File: config.mk
export PLATFORM = sky130hd
export DESIGN_NAME = sram_portb_arbiter_flat
export DESIGN_NICKNAME = d
export VERILOG_FILES = /design/src/rtl/sram_portb_arbiter_if.sv /design/src/rtl/sram_portb_arbiter.sv /design/src/flat_wrapper.sv
export SDC_FILE = /design/constraint.sdc
export NUM_CORES = 1
export LEC_CHECK = 0
export ABC_AREA = 1
export CORE_ASPECT_RATIO = 1.4
export CORE_MARGIN = 3
export CORE_UTILIZATION = 43
export CTS_BUF_LIST = sky130_fd_sc_hd__clkbuf_8
export DETAILED_ROUTE_END_ITERATION = 12
export GPL_TIMING_DRIVEN = 1
export PLACE_DENSITY = 0.84
export SLEW_MARGIN = 20
export SYNTH_ARGS = -nofsm -noshare
export SYNTH_HDL_FRONTEND = slang
export SYNTH_SLANG_ARGS = --single-unit
File: constraint.sdc
create_clock -name wb_clk_i -period 1.9 [get_ports wb_clk_i]
set_input_delay 0.38 -clock wb_clk_i [delete_from_list [all_inputs] [get_ports wb_clk_i]]
set_output_delay 0.38 -clock wb_clk_i [all_outputs]
set_load 0.01 [all_outputs]
File: src/rtl/sram_portb_arbiter_if.sv
// Port-B arbiter bundle: host write channel, TRNG sample strobe, ring config, SRAM port B, status.
// Latency: none (wires only).
// Backpressure: host waits for h_ack; TRNG has none (excess samples are dropped and counted).
interface sram_portb_arbiter_if #(
   parameter int ADDR_WD = 9,
   parameter int DATA_WD = 32
);
   // host write channel
   logic                   h_req;
   logic [ADDR_WD-1:0]     h_addr;
   logic [DATA_WD-1:0]     h_din;
   logic [DATA_WD/8-1:0]   h_mask;
   logic                   h_ack;
   // TRNG sample strobe
   logic                   trng_valid_i;
   logic [DATA_WD-1:0]     trng_data_i;
   // ring configuration
   logic                   cfg_en;
   logic [ADDR_WD-1:0]     cfg_base;
   logic [ADDR_WD-1:0]     cfg_len;
   logic                   cfg_clr;
   // SRAM port B
   logic                   sram_csb_b;
   logic                   sram_web_b;
   logic [DATA_WD/8-1:0]   sram_mask_b;
   logic [ADDR_WD-1:0]     sram_addr_b;
   logic [DATA_WD-1:0]     sram_din_b;
   // status
   logic [ADDR_WD-1:0]     wr_off_o;
   logic                   overflow_o;
   logic [7:0]             drop_cnt_o;
   logic                   wrap_irq_o;

   modport slave (
      input  h_req, h_addr, h_din, h_mask, trng_valid_i, trng_data_i,
             cfg_en, cfg_base, cfg_len, cfg_clr,
      output h_ack, sram_csb_b, sram_web_b, sram_mask_b, sram_addr_b, sram_din_b,
             wr_off_o, overflow_o, drop_cnt_o, wrap_irq_o
   );

   modport master (
      output h_req, h_addr, h_din, h_mask, trng_valid_i, trng_data_i,
             cfg_en, cfg_base, cfg_len, cfg_clr,
      input  h_ack, sram_csb_b, sram_web_b, sram_mask_b, sram_addr_b, sram_din_b,
             wr_off_o, overflow_o, drop_cnt_o, wrap_irq_o
   );
endinterface

File: src/rtl/sram_portb_arbiter.sv
// Round-robin arbiter sharing SRAM port B between a host writer and a TRNG ring-buffer writer.
// Latency: grant sampled in IDLE, write issued the next cycle (WRITE), so at most 2 cycles per write.
// Backpressure: host holds h_req until h_ack; a TRNG sample arriving with a full hold register is dropped.
module sram_portb_arbiter #(
   parameter int SRAM_ADDR_WD = 9,
   parameter int SRAM_DATA_WD = 32
) (
   input logic                  wb_clk_i,
   input logic                  rst_ni,
   sram_portb_arbiter_if.slave  bus
);
   localparam int MASK_WD = SRAM_DATA_WD / 8;
   localparam logic [SRAM_ADDR_WD-1:0] ADDR_ONE = 1;
   localparam logic GNT_HOST = 1'b0;
   localparam logic GNT_TRNG = 1'b1;

   typedef enum logic {ST_IDLE = 1'b0, ST_WRITE = 1'b1} state_t;

   state_t                    state_q, state_d;
   logic                      gnt_q, gnt_d;            // owner of the current WRITE
   logic                      last_gnt_q, last_gnt_d;  // round-robin pointer
   logic                      csb_q, csb_d;
   logic                      web_q, web_d;
   logic [MASK_WD-1:0]        mask_q, mask_d;
   logic [SRAM_ADDR_WD-1:0]   addr_q, addr_d;
   logic [SRAM_DATA_WD-1:0]   din_q, din_d;
   logic                      ack_q, ack_d;
   logic                      wrap_q, wrap_d;
   logic [SRAM_ADDR_WD-1:0]   wr_off_q, wr_off_d;
   logic                      hold_valid_q, hold_valid_d;
   logic [SRAM_DATA_WD-1:0]   hold_data_q, hold_data_d;
   logic                      overflow_q, overflow_d;
   logic [7:0]                drop_cnt_q, drop_cnt_d;

   logic en_ok, consume, trng_elig, host_win, trng_win, drop;

   // Request qualification and round-robin decision, only meaningful in IDLE
   always_comb begin
      en_ok     = bus.cfg_en && (bus.cfg_len != '0);
      consume   = (state_q == ST_WRITE) && (gnt_q == GNT_TRNG);
      trng_elig = hold_valid_q && en_ok;
      host_win  = (state_q == ST_IDLE) && bus.h_req && (!trng_elig || (last_gnt_q == GNT_TRNG));
      trng_win  = (state_q == ST_IDLE) && trng_elig && !host_win;
      drop      = en_ok && bus.trng_valid_i && hold_valid_q && !consume;
   end

   // FSM state register
   always_ff @(posedge wb_clk_i) begin
      if (!rst_ni) state_q <= ST_IDLE;
      else         state_q <= state_d;
   end

   // FSM next state: a grant moves to WRITE, WRITE always returns to IDLE
   always_comb begin
      state_d = state_q;
      case (state_q)
         ST_IDLE:  if (host_win || trng_win) state_d = ST_WRITE;
         ST_WRITE: state_d = ST_IDLE;
         default:  state_d = ST_IDLE;
      endcase
   end

   // FSM outputs: load port-B registers for the winner, advance the ring offset on TRNG grants
   always_comb begin
      csb_d      = 1'b1;
      web_d      = 1'b1;
      mask_d     = mask_q;
      addr_d     = addr_q;
      din_d      = din_q;
      ack_d      = 1'b0;
      wrap_d     = 1'b0;
      gnt_d      = gnt_q;
      last_gnt_d = last_gnt_q;
      wr_off_d   = wr_off_q;
      if (host_win) begin
         csb_d      = 1'b0;
         web_d      = 1'b0;
         addr_d     = bus.h_addr;
         din_d      = bus.h_din;
         mask_d     = bus.h_mask;
         ack_d      = 1'b1;
         gnt_d      = GNT_HOST;
         last_gnt_d = GNT_HOST;
      end else if (trng_win) begin
         csb_d      = 1'b0;
         web_d      = 1'b0;
         addr_d     = bus.cfg_base + wr_off_q;
         din_d      = hold_data_q;
         mask_d     = '1;
         gnt_d      = GNT_TRNG;
         last_gnt_d = GNT_TRNG;
         // wrap only on exact equality; an offset already past the length keeps counting
         if (wr_off_q == bus.cfg_len - ADDR_ONE) begin
            wr_off_d = '0;
            wrap_d   = 1'b1;
         end else begin
            wr_off_d = wr_off_q + ADDR_ONE;
         end
      end
      if (!en_ok) wr_off_d = '0;
   end

   // Sample hold register and drop accounting; a drop outranks a simultaneous clear
   always_comb begin
      hold_valid_d = hold_valid_q;
      hold_data_d  = hold_data_q;
      overflow_d   = overflow_q;
      drop_cnt_d   = drop_cnt_q;
      if (!en_ok) begin
         hold_valid_d = 1'b0;
      end else if (bus.trng_valid_i && (!hold_valid_q || consume)) begin
         hold_valid_d = 1'b1;
         hold_data_d  = bus.trng_data_i;
      end else if (consume) begin
         hold_valid_d = 1'b0;
      end
      if (drop) begin
         overflow_d = 1'b1;
         if (bus.cfg_clr)                drop_cnt_d = 8'd1;
         else if (drop_cnt_q != 8'hFF)   drop_cnt_d = drop_cnt_q + 8'd1;
      end else if (bus.cfg_clr) begin
         overflow_d = 1'b0;
         drop_cnt_d = 8'd0;
      end
   end

   // Datapath and status registers with synchronous reset
   always_ff @(posedge wb_clk_i) begin
      if (!rst_ni) begin
         gnt_q        <= GNT_HOST;
         last_gnt_q   <= GNT_TRNG;
         csb_q        <= 1'b1;
         web_q        <= 1'b1;
         mask_q       <= '0;
         addr_q       <= '0;
         din_q        <= '0;
         ack_q        <= 1'b0;
         wrap_q       <= 1'b0;
         wr_off_q     <= '0;
         hold_valid_q <= 1'b0;
         hold_data_q  <= '0;
         overflow_q   <= 1'b0;
         drop_cnt_q   <= 8'd0;
      end else begin
         gnt_q        <= gnt_d;
         last_gnt_q   <= last_gnt_d;
         csb_q        <= csb_d;
         web_q        <= web_d;
         mask_q       <= mask_d;
         addr_q       <= addr_d;
         din_q        <= din_d;
         ack_q        <= ack_d;
         wrap_q       <= wrap_d;
         wr_off_q     <= wr_off_d;
         hold_valid_q <= hold_valid_d;
         hold_data_q  <= hold_data_d;
         overflow_q   <= overflow_d;
         drop_cnt_q   <= drop_cnt_d;
      end
   end

   assign bus.sram_csb_b  = csb_q;
   assign bus.sram_web_b  = web_q;
   assign bus.sram_mask_b = mask_q;
   assign bus.sram_addr_b = addr_q;
   assign bus.sram_din_b  = din_q;
   assign bus.h_ack       = ack_q;
   assign bus.wrap_irq_o  = wrap_q;
   assign bus.wr_off_o    = wr_off_q;
   assign bus.overflow_o  = overflow_q;
   assign bus.drop_cnt_o  = drop_cnt_q;
endmodule

File: src/flat_wrapper.sv
// flat-port wrapper written by rule: the top's interface ports become plain ports
module sram_portb_arbiter_flat 
#(
   parameter int SRAM_ADDR_WD = 9,
   parameter int SRAM_DATA_WD = 32
)
  (wb_clk_i, rst_ni, bus_h_req, bus_h_addr, bus_h_din, bus_h_mask, bus_trng_valid_i, bus_trng_data_i, bus_cfg_en, bus_cfg_base, bus_cfg_len, bus_cfg_clr, bus_h_ack, bus_sram_csb_b, bus_sram_web_b, bus_sram_mask_b, bus_sram_addr_b, bus_sram_din_b, bus_wr_off_o, bus_overflow_o, bus_drop_cnt_o, bus_wrap_irq_o);
  sram_portb_arbiter_if bus_i ();
  input logic wb_clk_i;
  input logic rst_ni;
  input wire logic [$bits(bus_i.h_req)-1:0] bus_h_req;
  input wire logic [$bits(bus_i.h_addr)-1:0] bus_h_addr;
  input wire logic [$bits(bus_i.h_din)-1:0] bus_h_din;
  input wire logic [$bits(bus_i.h_mask)-1:0] bus_h_mask;
  input wire logic [$bits(bus_i.trng_valid_i)-1:0] bus_trng_valid_i;
  input wire logic [$bits(bus_i.trng_data_i)-1:0] bus_trng_data_i;
  input wire logic [$bits(bus_i.cfg_en)-1:0] bus_cfg_en;
  input wire logic [$bits(bus_i.cfg_base)-1:0] bus_cfg_base;
  input wire logic [$bits(bus_i.cfg_len)-1:0] bus_cfg_len;
  input wire logic [$bits(bus_i.cfg_clr)-1:0] bus_cfg_clr;
  output wire logic [$bits(bus_i.h_ack)-1:0] bus_h_ack;
  output wire logic [$bits(bus_i.sram_csb_b)-1:0] bus_sram_csb_b;
  output wire logic [$bits(bus_i.sram_web_b)-1:0] bus_sram_web_b;
  output wire logic [$bits(bus_i.sram_mask_b)-1:0] bus_sram_mask_b;
  output wire logic [$bits(bus_i.sram_addr_b)-1:0] bus_sram_addr_b;
  output wire logic [$bits(bus_i.sram_din_b)-1:0] bus_sram_din_b;
  output wire logic [$bits(bus_i.wr_off_o)-1:0] bus_wr_off_o;
  output wire logic [$bits(bus_i.overflow_o)-1:0] bus_overflow_o;
  output wire logic [$bits(bus_i.drop_cnt_o)-1:0] bus_drop_cnt_o;
  output wire logic [$bits(bus_i.wrap_irq_o)-1:0] bus_wrap_irq_o;
  assign bus_i.h_req = bus_h_req;
  assign bus_i.h_addr = bus_h_addr;
  assign bus_i.h_din = bus_h_din;
  assign bus_i.h_mask = bus_h_mask;
  assign bus_i.trng_valid_i = bus_trng_valid_i;
  assign bus_i.trng_data_i = bus_trng_data_i;
  assign bus_i.cfg_en = bus_cfg_en;
  assign bus_i.cfg_base = bus_cfg_base;
  assign bus_i.cfg_len = bus_cfg_len;
  assign bus_i.cfg_clr = bus_cfg_clr;
  assign bus_h_ack = bus_i.h_ack;
  assign bus_sram_csb_b = bus_i.sram_csb_b;
  assign bus_sram_web_b = bus_i.sram_web_b;
  assign bus_sram_mask_b = bus_i.sram_mask_b;
  assign bus_sram_addr_b = bus_i.sram_addr_b;
  assign bus_sram_din_b = bus_i.sram_din_b;
  assign bus_wr_off_o = bus_i.wr_off_o;
  assign bus_overflow_o = bus_i.overflow_o;
  assign bus_drop_cnt_o = bus_i.drop_cnt_o;
  assign bus_wrap_irq_o = bus_i.wrap_irq_o;
  sram_portb_arbiter #(.SRAM_ADDR_WD(SRAM_ADDR_WD), .SRAM_DATA_WD(SRAM_DATA_WD)) u_core (.wb_clk_i(wb_clk_i), .rst_ni(rst_ni), .bus(bus_i));
endmodule
==> results.ini <==
[worst_setup_path]
critPathArrivalTime_ps=2110
cp.required_ps=2170
timing.rr.end=u_core.bus.sram_addr_b[7]
end_kind=flop
r2r_cells=9
critPathLaunchType=primary input
critical_path.max_fanout=4
critical_path_class=in2reg
r2r-start=u_core.bus.wr_off_o[2]
r2r_slack_ps=220

[sta]
holdWs_ps=449
finalMaxSlewViolations=0
rsz0062_at_grt=true
setup_viol=0
period_share=0.967
min_period_ps=1840
fmax_ghz=0.544
worst_slew_pin_slew_ps=506
hold_viol=0
clock_skew_ps=16.0
slew_headroom=0.662

[synthesis]
ys_async_sr_fraction=0
yosys.area.top_type=dfxtp_1
syn_inst=682
ys_seq_elements=102
synth_ff_type=dfxtp_1
avgSynthCellArea_um2=7.23
ys_seq_area_frac=0.414
syn_area_mm2=0.00493
synth_fp_nets=795
synth_area_leaders=dfxtp_1, nand2_1, nand3_1
ys_types=44
yosysTopAreaCellShare=0.414
synth_edf_count=0
yosys_warnings=0

[power]
clkPwrFrac=0.303
seqPwrFrac=0.488
powerDensity_mw_per_mm2=628
p_sw_w=0.00122
p_comb_frac=0.209
power_switching_share=0.256
leakage_nw=3.25
vdd_ir_drop_max_uv=526
p_int_w=0.00354

[grt]
grt_pass1_vias=4943
gr-total-overflow=0
grt_pass1_wl_mm=23.4
grt_max_degree=55
grt_util_all_layers=0.234
antenna_found_initial=0

[flow_run]
drv_cap=0

[layout]
fin_util=0.687
drive_above_1_share=0.148
nets=1017
area_delta_synth_final_pct=53.7
n_antenna_cell=0

[min_path]
min_from=u_core.hold_data_q[28]
worstHoldPathCells=2
hold_end=u_core.hold_data_q[28]
hp-class=reg2reg

[detailed_routing]
vias_per_cell=4.82
routedWlPerCell_um=14.1
drtAntennaViolNets=0
drt_iter0_drc=147
route.detailed.drc=0
totalWireLength_mm=14.8
drtPass1Iterations=5
vias=5057

[clock_tree]
cts-root-buf=clkbuf_8
numCtsBuffers=9
clk_latency_ps=370
clkSlewWorstSetupHoldPaths_ps=110
clock_path_buffers=2
numClockSinks=102
tritoncts=yes
cts_max_level=3

[placed_design]
port_buffers=167
place.gp.congestion=0.888
post-dp-hpwl_mm=10.9

[floorplanning]
die_w_um=96.5
dieArea_mm2=0.0128
die_h_um=133
floorplan.initialDensity=0.447
ios=168
coreArea_mm2=0.0110
fp-row-count=45

[outcome]
status=complete, no violations

==> sequential cells by signal (all words and copies together) (netlist names) <==
signal	cells
u_core.last_gnt_q	1
u_core.bus.overflow_o	1
u_core.state_q	1
u_core.gnt_q	1
u_core.bus.sram_csb_b	1
u_core.hold_data_q	32
u_core.bus.sram_din_b	32
u_core.bus.wr_off_o	9
u_core.bus.h_ack	1
u_core.hold_valid_q	1
u_core.bus.wrap_irq_o	1
u_core.bus.sram_mask_b	4
u_core.bus.drop_cnt_o	8
u_core.bus.sram_addr_b	9
==> worst max path at each step <==
stage	from	end	slack, ps
5_1_grt	bus_cfg_base[0]	u_core.bus.sram_addr_b[8]	-10
4_1_cts	u_core.bus.wr_off_o[6]	bus_wr_off_o[6]	20
3_5_place_dp	bus_cfg_len[0]	u_core.hold_data_q[12]	-490
2_1_floorplan	bus_cfg_len[0]	u_core.bus.sram_din_b[0]	120
3_3_place_gp	bus_cfg_len[0]	u_core.hold_data_q[12]	-420
6_report	bus_cfg_len[3]	u_core.bus.drop_cnt_o[7]	60
==> cells in the final DEF, fill, tap and decap left out, types with 9 or more instances in the layout <==
master	count
nor2_1	48
inv_1	73
nand3_1	56
o21ai_1	14
buf_12	11
clkbuf_8	9
a21oi_1	47
ha_1	9
clkdlybuf4s50_1	162
buf_4	55
nand2_2	10
nand2_1	178
dfxtp_1	99
o21ai_0	48
==> power by group through the flow <==
stage                     logic (W)  clock network, W  registers, W
after global routing        0.00108           0.00155       0.00234
final                      0.000995           0.00144       0.00233
after CTS                  0.000993           0.00147       0.00233
after detailed placement   0.000915                 0       0.00237
after floorplan            0.000369                 0       0.00240
after global placement     0.000901                 0       0.00237
==> through the flow <==
stage          cell area [um2]  power [W]  setup TNS (ps)  cells  worst slack (ps)
4_1_cts                   7520    0.00479               0   1046              22.3
3_5_place_dp              7100    0.00329          -37530   1020              -491
2_1_floorplan             4930    0.00277               0    682               124
5_1_grt                   7580    0.00498           -14.4   1049             -14.4
6_report                  7580    0.00476               0   1049              62.1
3_3_place_gp              7100    0.00327          -31810   1020              -415
==> Yosys cell counts, types with 6 or more instances <==
master   count
nand2_1    179
dfxtp_1    102
inv_1       71
nand3_1     58
o21ai_0     55
nor2_1      52
a21oi_1     47
ha_1        11
nand2_2     11
o21ai_1      7
xor2_1       7
buf_4        6
xnor2_1      6
==> critical path, stage by stage <==
cell and delay (ps):
clkdlybuf4s50_1 610, nor2_4 80, nand3_4 140, nand2_4 70, buf_4 140, nor2_2 160, o21ai_2 100, or2_0 220
o21ai_0 150, nor2_1 50
==> cell families (layout without fill, tap and decap cells) <==
| kind of cell | Yosys count | after routing | synth area share |
|---|---|---|---|
| AND/OR/NAND/NOR | 328 | 328 | 0.299 |
| XOR/XNOR | 13 | 13 | 0.0231 |
| buffers and inverters | 105 | 331 | 0.102 |
| flip-flops | 102 | 102 | 0.414 |
| AO/OA/AOI/OAI | 122 | 122 | 0.130 |
| adder cells (fa/ha/maj) | 12 | 12 | 0.0320 |
==> metal layers <==
layer  vias to the layer above  share of wire  GRT usage
met5                         -              0          0
met4                         0          0.030     0.0920
met3                        25          0.065     0.0654
met2                       154           0.50      0.410
met1                      2258           0.40      0.262
li1                       2620              -          -
==> what timing repair did <==
| item | in CTS | in global routing |
|---|---|---|
| buffers inserted | 9 | 3 |
| setup endpoints to repair | 68 | 45 |
| gates cloned | 2 | 0 |
| pin swaps | 9 | 10 |
| hold buffers | 0 | 0 |
| resized for setup | 22 | 14 |
==> final cells by class <==
class,instances,area (um2)
Inverter,79,309
Tap cell,141,176
Multi-Input combinational cell,475,2470
Sequential cell,102,2050
Timing Repair Buffer,237,2380
Clock buffer,9,124
Fill cell,954,3450
Clock inverter,6,80.1
No activity file was read; power rests on OpenSTA's default activity.
